**src/rtl/noc_packet_transmitter_if.sv**
```systemverilog
`default_nettype none
// ============================================================================
// Module      : noc_packet_transmitter_if
// Description : Producer-side and link-side valid/ready bundle plus status
//               outputs of the NoC packet transmitter.
// Revision    : 1.0 - initial release
// ============================================================================
interface noc_packet_transmitter_if #(
    parameter int DATA_WIDTH = 32
);
    logic                  in_valid;
    logic                  in_ready;
    logic [DATA_WIDTH-1:0] in_data;
    logic                  out_valid;
    logic                  out_ready;
    logic [DATA_WIDTH-1:0] out_data;
    logic                  out_last;
    logic                  busy;
    logic [7:0]            pkt_count;

    // master: the environment driving flits in and consuming them at the link
    modport master (
        output in_valid, in_data, out_ready,
        input  in_ready, out_valid, out_data, out_last, busy, pkt_count
    );

    // slave: the transmitter itself
    modport slave (
        input  in_valid, in_data, out_ready,
        output in_ready, out_valid, out_data, out_last, busy, pkt_count
    );
endinterface
`default_nettype wire

```
**src/rtl/noc_packet_transmitter.sv**
```systemverilog
`default_nettype none
// ============================================================================
// Module      : noc_packet_transmitter
// Description : Buffers producer flits in a FIFO and releases them to the NoC
//               link as whole PKT_LEN packets over valid/ready, tagging the
//               last flit and counting completed packets.
// Revision    : 1.0 - initial release
// ============================================================================
module noc_packet_transmitter #(
    parameter int DATA_WIDTH = 32,
    parameter int PKT_LEN    = 4,
    parameter int FIFO_DEPTH = 8
) (
    input  wire                          clk,
    input  wire                          reset,
    noc_packet_transmitter_if.slave      bus
);

    localparam int c_PTR_W = $clog2(FIFO_DEPTH);
    localparam int c_CNT_W = c_PTR_W + 1;

    localparam logic [c_CNT_W-1:0] c_DEPTH    = c_CNT_W'(FIFO_DEPTH);
    localparam logic [c_CNT_W-1:0] c_PKT_LEN  = c_CNT_W'(PKT_LEN);
    localparam logic [c_CNT_W-1:0] c_LAST_IDX = c_CNT_W'(PKT_LEN - 1);
    localparam logic [c_CNT_W-1:0] c_CNT_ONE  = c_CNT_W'(1);

    typedef enum logic [0:0] {
        S_IDLE = 1'b0,
        S_SEND = 1'b1
    } state_t;

    logic [DATA_WIDTH-1:0] r_mem [FIFO_DEPTH];
    logic [c_PTR_W-1:0]    r_wr_ptr;
    logic [c_PTR_W-1:0]    r_rd_ptr;
    logic [c_CNT_W-1:0]    r_count;
    logic [c_CNT_W-1:0]    r_flit_cnt;
    logic [7:0]            r_pkt_count;
    state_t                r_state;

    state_t                w_state_nxt;
    logic                  w_in_ready;
    logic                  w_out_valid;
    logic                  w_out_last;
    logic                  w_busy;
    logic                  w_flit_clr;
    logic                  w_push;
    logic                  w_pop;

    // in_ready looks only at the registered occupancy, so a full FIFO stays
    // closed for the cycle in which it is being popped.
    assign w_in_ready = (r_count < c_DEPTH);
    assign w_push     = bus.in_valid && w_in_ready;
    assign w_pop      = w_out_valid && bus.out_ready;

    always_ff @(posedge clk) begin
        if (reset) begin
            r_state <= S_IDLE;
        end else begin
            r_state <= w_state_nxt;
        end
    end

    always_comb begin
        w_state_nxt = r_state;
        w_out_valid = 1'b0;
        w_out_last  = 1'b0;
        w_busy      = 1'b0;
        w_flit_clr  = 1'b0;
        case (r_state)
            S_IDLE: begin
                // A packet only starts once every flit is already buffered,
                // so out_valid can never drop in the middle of a packet.
                if (r_count >= c_PKT_LEN) begin
                    w_state_nxt = S_SEND;
                    w_flit_clr  = 1'b1;
                end
            end
            S_SEND: begin
                w_out_valid = 1'b1;
                w_busy      = 1'b1;
                w_out_last  = (r_flit_cnt == c_LAST_IDX);
                if (w_pop && w_out_last) begin
                    w_state_nxt = S_IDLE;
                end
            end
            default: begin
                w_state_nxt = S_IDLE;
            end
        endcase
    end

    always_ff @(posedge clk) begin
        if (reset) begin
            r_flit_cnt  <= '0;
            r_pkt_count <= '0;
        end else begin
            if (w_flit_clr) begin
                r_flit_cnt <= '0;
            end else if (w_pop) begin
                r_flit_cnt <= r_flit_cnt + c_CNT_ONE;
            end
            if (w_pop && w_out_last) begin
                r_pkt_count <= r_pkt_count + 8'd1;
            end
        end
    end

    // Pointers wrap naturally because FIFO_DEPTH is a power of two.
    always_ff @(posedge clk) begin
        if (reset) begin
            r_wr_ptr <= '0;
            r_rd_ptr <= '0;
            r_count  <= '0;
        end else begin
            if (w_push) begin
                r_wr_ptr <= r_wr_ptr + 1'b1;
            end
            if (w_pop) begin
                r_rd_ptr <= r_rd_ptr + 1'b1;
            end
            case ({w_push, w_pop})
                2'b10:   r_count <= r_count + c_CNT_ONE;
                2'b01:   r_count <= r_count - c_CNT_ONE;
                default: r_count <= r_count;
            endcase
        end
    end

    always_ff @(posedge clk) begin
        if (w_push) begin
            r_mem[r_wr_ptr] <= bus.in_data;
        end
    end

    assign bus.in_ready  = w_in_ready;
    assign bus.out_valid = w_out_valid;
    assign bus.out_data  = r_mem[r_rd_ptr];
    assign bus.out_last  = w_out_last;
    assign bus.busy      = w_busy;
    assign bus.pkt_count = r_pkt_count;

endmodule
`default_nettype wire

```
**src/flat_wrapper.sv**
```systemverilog
// flat-port wrapper written by rule: the top's interface ports become plain ports
module noc_packet_transmitter_flat 
#(
    parameter int DATA_WIDTH = 32,
    parameter int PKT_LEN    = 4,
    parameter int FIFO_DEPTH = 8
)
  (clk, reset, bus_in_valid, bus_in_data, bus_out_ready, bus_in_ready, bus_out_valid, bus_out_data, bus_out_last, bus_busy, bus_pkt_count);
  noc_packet_transmitter_if #(.DATA_WIDTH(DATA_WIDTH)) bus_i ();
  input  wire clk;
  input  wire reset;
  input wire logic [$bits(bus_i.in_valid)-1:0] bus_in_valid;
  input wire logic [$bits(bus_i.in_data)-1:0] bus_in_data;
  input wire logic [$bits(bus_i.out_ready)-1:0] bus_out_ready;
  output wire logic [$bits(bus_i.in_ready)-1:0] bus_in_ready;
  output wire logic [$bits(bus_i.out_valid)-1:0] bus_out_valid;
  output wire logic [$bits(bus_i.out_data)-1:0] bus_out_data;
  output wire logic [$bits(bus_i.out_last)-1:0] bus_out_last;
  output wire logic [$bits(bus_i.busy)-1:0] bus_busy;
  output wire logic [$bits(bus_i.pkt_count)-1:0] bus_pkt_count;
  assign bus_i.in_valid = bus_in_valid;
  assign bus_i.in_data = bus_in_data;
  assign bus_i.out_ready = bus_out_ready;
  assign bus_in_ready = bus_i.in_ready;
  assign bus_out_valid = bus_i.out_valid;
  assign bus_out_data = bus_i.out_data;
  assign bus_out_last = bus_i.out_last;
  assign bus_busy = bus_i.busy;
  assign bus_pkt_count = bus_i.pkt_count;
  noc_packet_transmitter #(.DATA_WIDTH(DATA_WIDTH), .PKT_LEN(PKT_LEN), .FIFO_DEPTH(FIFO_DEPTH)) u_core (.clk(clk), .reset(reset), .bus(bus_i));
endmodule
```
**config.mk**
```make
export PLATFORM = sky130hd
export DESIGN_NAME = noc_packet_transmitter_flat
export DESIGN_NICKNAME = d
export VERILOG_FILES = /design/src/rtl/noc_packet_transmitter_if.sv /design/src/rtl/noc_packet_transmitter.sv /design/src/flat_wrapper.sv
export SDC_FILE = /design/constraint.sdc
export NUM_CORES = 1
export LEC_CHECK = 0
export BUFFER_PORTS_ARGS = -buffer_cell sky130_fd_sc_hd__buf_2
export CAP_MARGIN = 10
export CORE_MARGIN = 5
export CORE_UTILIZATION = 35
export CTS_BUF_LIST = sky130_fd_sc_hd__clkbuf_2
export DETAILED_ROUTE_END_ITERATION = 8
export PLACE_DENSITY = 0.61
export SLEW_MARGIN = 25
export SYNTH_ARGS = -nofsm -noshare
export SYNTH_HDL_FRONTEND = slang
export SYNTH_SLANG_ARGS = --single-unit
```
**constraint.sdc**
```tcl
create_clock -name clk -period 3.75 [get_ports clk]
set_input_delay 0.75 -clock clk [delete_from_list [all_inputs] [get_ports clk]]
set_output_delay 0.75 -clock clk [all_outputs]
set_load 0.02 [all_outputs]
```
# Yosys cells after proc, flatten, opt, wreduce, memory -nomap -nowiden
# Memory sizes are Yosys's and may differ from the RTL's. A register that Yosys moved wholly into a read port is not among the register bits.
# Index checks and enable logic that the tools add are counted.
# word_totals
input_bits,36
word_cells,36
ram_bits,256
output_inout_bits,44
n_memories,1
register_bits,23
# classes
mux,11
n_lt_le_gt_ge,2
reduce_logical,6
n_eq_ne,3
addsub,6
n_bitwise,1
# mem_list
memory,depth,width,rd,rd_clocked_by_memory_dff,wr,line,text
u_core.r_mem,8,32,1,1,1,noc_packet_transmitter.sv:32,logic [DATA_WIDTH-1:0] r_mem [FIFO_DEPTH];
# ops
op,n
4-bit by 1-bit adder with 4-bit output (second input constant),2
8-bit by 1-bit adder with 8-bit output (second input constant),1
4-bit case mux with 2 select lines,1
1-bit 2-to-1 mux,7
3-bit by 1-bit adder with 3-bit output (second input constant),2
3-bit 2-to-1 mux,2
4-bit by 2-bit == test with 1-bit output (second input constant),1
4-bit by 3-bit greater-or-equal comparator with 1-bit output (second input constant),1
1-bit logical AND,4
4-bit less-than comparator (second input constant),1
4-bit by 1-bit subtractor with 4-bit output (second input constant),1
2-bit by 1-bit == test with 1-bit output (second input constant),1
2-bit == test (second input constant),1
1-bit case mux with 2 select lines,1
2-bit nonzero test,1
2-bit OR reduction,1
1-bit inverter,1

# Depth between registers and ports, before layout
# logic_depth
word_depth,5
depth_mapped,10
mapped_depth_nobuf,9

# Worst setup path after synthesis
# No wires, ideal clock.
# synth_timing
kind,input to register
from,input port bus_in_valid
to,"memory u_core.r_mem[0][0], enable pin"
setup_ps,461
t_required_ps,3289
stages,3
slack_ps,-77
path_buffers,0
t_arrival_ps,3366
path_cell_list,nor2b_1 -> nand2b_1 -> nor3_1
# synth_between
elab_chain_len,3
# synth_lines
item,line,text
start: declaration,flat_wrapper.sv:12,input wire logic [$bits(bus_i.in_valid)-1:0] bus_in_valid;
1-bit logical AND,noc_packet_transmitter.sv:52,assign w_push = bus.in_valid && w_in_ready;
1-bit 2-to-1 mux,noc_packet_transmitter.sv:130,if (w_push) begin
1-bit 2-to-1 mux (not written as such),noc_packet_transmitter.sv:131,r_mem[r_wr_ptr] <= bus.in_data;
end: declaration,noc_packet_transmitter.sv:32,
# No other way between the ends.

==> impl_metrics.yaml <==
timing:
  period_share_pct: 91.4
  max_freq_mhz: 292
  maxSlewHeadroom_pct: 53.6
  skew_ns: 0.0840
  setup_viol: 0
  setup_ws_ns: 0.322
  tns_ns: 0
  grt_setup_unrepaired: "no"
  tightest_slew_ns: 0.694
  hold_viol: 0
  drv_slew: 0
  min_period_ns: 3.43
logic_synthesis:
  yosys-top-cells-area: "edfxtp_1 70%, mux4_1 9.6%, mux4_2 4.9%"
  synth_compound_area_share_pct: 1.01
  syn-instance-count: 512
  yosysTopAreaCell: "edfxtp_1"
  syn-num-nets: 555
  synth_top_family_by_area: "multiplexers"
  syn_avg_cell_area_sq_um: 21.4
  yosys.area_share.simple_pct: 2.81
  synthFlopType: "edfxtp_1"
  synthMuxAreaShare_pct: 18.0
  synth_top_area_share_pct: 70.0
  synth_edf_count: 256
  synthAdderAreaFrac_pct: 0.798
  synth_xor_area_share_pct: 1.12
  yosysSeqAreaShare_pct: 74.7
  synth_warnings: 0
  ys_async_sr_fraction_pct: 0
  yosysUniqueCellTypes: 39
  synth-seq-cells: 282
  netlist_area_sq_mm: 0.0110
hold_path:
  hold_depth: 1
  min_to: "u_core.r_mem[6][26]$_DFFE_PP_"
  holdCritStartpoint: "bus_in_data[26]"
  hold_path.class: "in -> reg"
die:
  die_area_sq_mm: 0.0350
  fp-row-count: 64
  start_util_pct: 35.7
  chipWidth_microns: 187
  chipHeight_microns: 187
  ios: 80
  core_area_sq_mm: 0.0307
clock_network:
  clk_latency_ns: 0.81
  hold_buffers: 0
  cts_root_buffer: "clkbuf_2"
  cts.sink_count: 282
  cts_max_level: 3
  clock_path_buffers: 3
  clk_pin_slew_worst_paths_ns: 0.11
  cts_buffers: 73
  cts_tree: "built"
placed_design:
  place_hpwl_microns: 13000
  pre_cts_ws_ns: 0.935
  place.gp.congestion: 0.699
  port_buffers: 79
pwr:
  ir_drop_mv: 0.173
  leakage_uw: 0.00430
  p_per_area_mw_per_mm2: 464
worst_setup_path:
  critPathArrivalTime_ns: 2.68
  crit_path_max_fanout: 30
  r2r_start: "u_core.r_state$_SDFF_PP0_"
  ff2ff_setup_slack_ns: 1.41
  ff2ff_path_depth: 9
  required_ns: 3.00
  endpoint_kind: "output pin"
  worstSetupPathType: "reg -> out"
  r2r-end: "u_core.r_count[2]$_SDFFE_PP0P_"
  start_kind: "register"
grt:
  track_usage_pct: 12.7
  grt_first_pass_wirelength_microns: 34200
  overflow: 0
  grt_antenna_before_repair: 2
  grt_max_degree: 51
  grt_pass1_vias: 6030
route:
  wl_per_cell_microns: 19.9
  avgViaCountPerCell: 4.87
  drt_iter0_markers: 262
  dr.pass1.iters: 4
  drt_wl_total_microns: 22200
  ant_nets: 0
  drc: 0
  num_vias: 5419
run_status:
  run_status: "finished clean"
finish:
  syn_to_final_growth_pct: 15.6
  nets: 706
  fillers: 2791
  drive_gt1_share_pct: 39.1
flow_run:
  maxCapViolations: 0
==> per-layer routing <==
layer | vias up | wire length (microns) | part of all wire [%] | GRT usage, %
li1 | 2468 | - | - | -
met1 | 2750 | 9090 | 41 | 15.2
met2 | 162 | 11400 | 51 | 21.6
met3 | 37 | 1300 | 5.9 | 3.75
met4 | 2 | 405 | 1.8 | 4.84
met5 | - | 11 | 0.050 | 0
==> final cells by class <==
class	instances	area, sq um	share of cell area (%)
antenna	1	2.50	0.0197
multi-input combinational	202	2670	21.1
sequential	282	8210	64.7
clock buffer	103	515	4.06
timing repair buffer	98	608	4.79
clock inverter	25	160	1.26
inverter	6	22.5	0.177
tap	396	495	3.90
==> state kept, by name (all words and copies together), names as in the netlist, named ones only <==
| signal | flops |
|---|---|
| u_core.r_mem | 256 |
| u_core.r_count | 4 |
| u_core.bus.pkt_count | 8 |
| u_core.r_rd_ptr | 3 |
| u_core.r_state | 1 |
| u_core.r_flit_cnt | 4 |
| u_core.r_wr_ptr | 3 |
==> worst max-delay path, cell delays in order (launching register included) <==
cell,delay [ns]
dfxtp_4,0.53
buf_12,0.29
mux4_1,0.58
mux2_2,0.31
buf_2,0.17
==> logic make-up (layout without fill, tap and decap cells) <==
group | count (synthesis) | after routing
simple gates | 65 | 65
compound gates | 18 | 18
xor+xnor | 14 | 14
fa+ha+maj | 7 | 7
buf+inv | 28 | 232
flops | 282 | 282
mux | 98 | 98
other cells | 0 | 1
==> cell usage in the layout (no fill, tap or decap), drive strengths merged, types with 2 or more instances in the layout <==
master,netlist,final
mux2,33,33
buf,18,98
clkbuf,4,103
mux4,64,64
a21oi,9,9
dfxtp,26,26
nand3,4,4
nand2,18,18
nor2,24,24
xor2,8,8
nand2b,3,3
edfxtp,256,256
nor3,6,6
clkinv,0,20
bufinv,0,2
o21ai,2,2
inv,6,8
nand4,2,2
xnor2,6,6
ha,7,7
==> where the power goes <==
group,internal (uW),switching (uW)
Clock,882,1180
Sequential,3490,23.4
Combinational,125,190
Total,4500,1390
==> worst max-delay path by stage <==
stage / start / to / slack (ns) / depth (start not counted)
after floorplan: bus_in_valid / u_core.r_mem[4][0]$_DFFE_PP_ / 0.78 / 3
after global placement: register / bus_out_data[2] / 0.97 / 4
after detailed placement: register / bus_out_data[2] / 0.94 / 4
after CTS: register / bus_out_data[2] / 0.05 / 4
after global routing: register / bus_out_data[2] / 0.13 / 4
final: register / bus_out_data[2] / 0.32 / 4
==> cells in the mapped netlist (all sizes together) (6+ instances only) <==
cell type  instances
edfxtp           256
mux4              64
mux2              33
dfxtp             26
nor2              24
buf               18
nand2             18
a21oi              9
xor2               8
ha                 7
inv                6
nor3               6
xnor2              6
==> what timing repair did <==
| action | in CTS | in global routing |
|---|---|---|
| buffers inserted | 0 | 1 |
| setup endpoints to repair | 0 | 17 |
| endpoints found under the hold margin | 0 | 0 |
| resized for setup | 0 | 0 |
==> through the flow <==
stage	power [uW]	cell area, sq um	util, %	hold WS [ns]	cells
final	5890	12700	41.3	0.186	1113
after global routing	6200	12700	41.3	0.0829	1112
after CTS	6000	12700	41.2	0.0648	1111
after detailed placement	3910	12000	39.0	0.478	983
after global placement	3890	12000	39.0	0.465	983
after floorplan	3760	11000	-	0.454	512
Note: power is estimated with default switching activity, not from simulation.
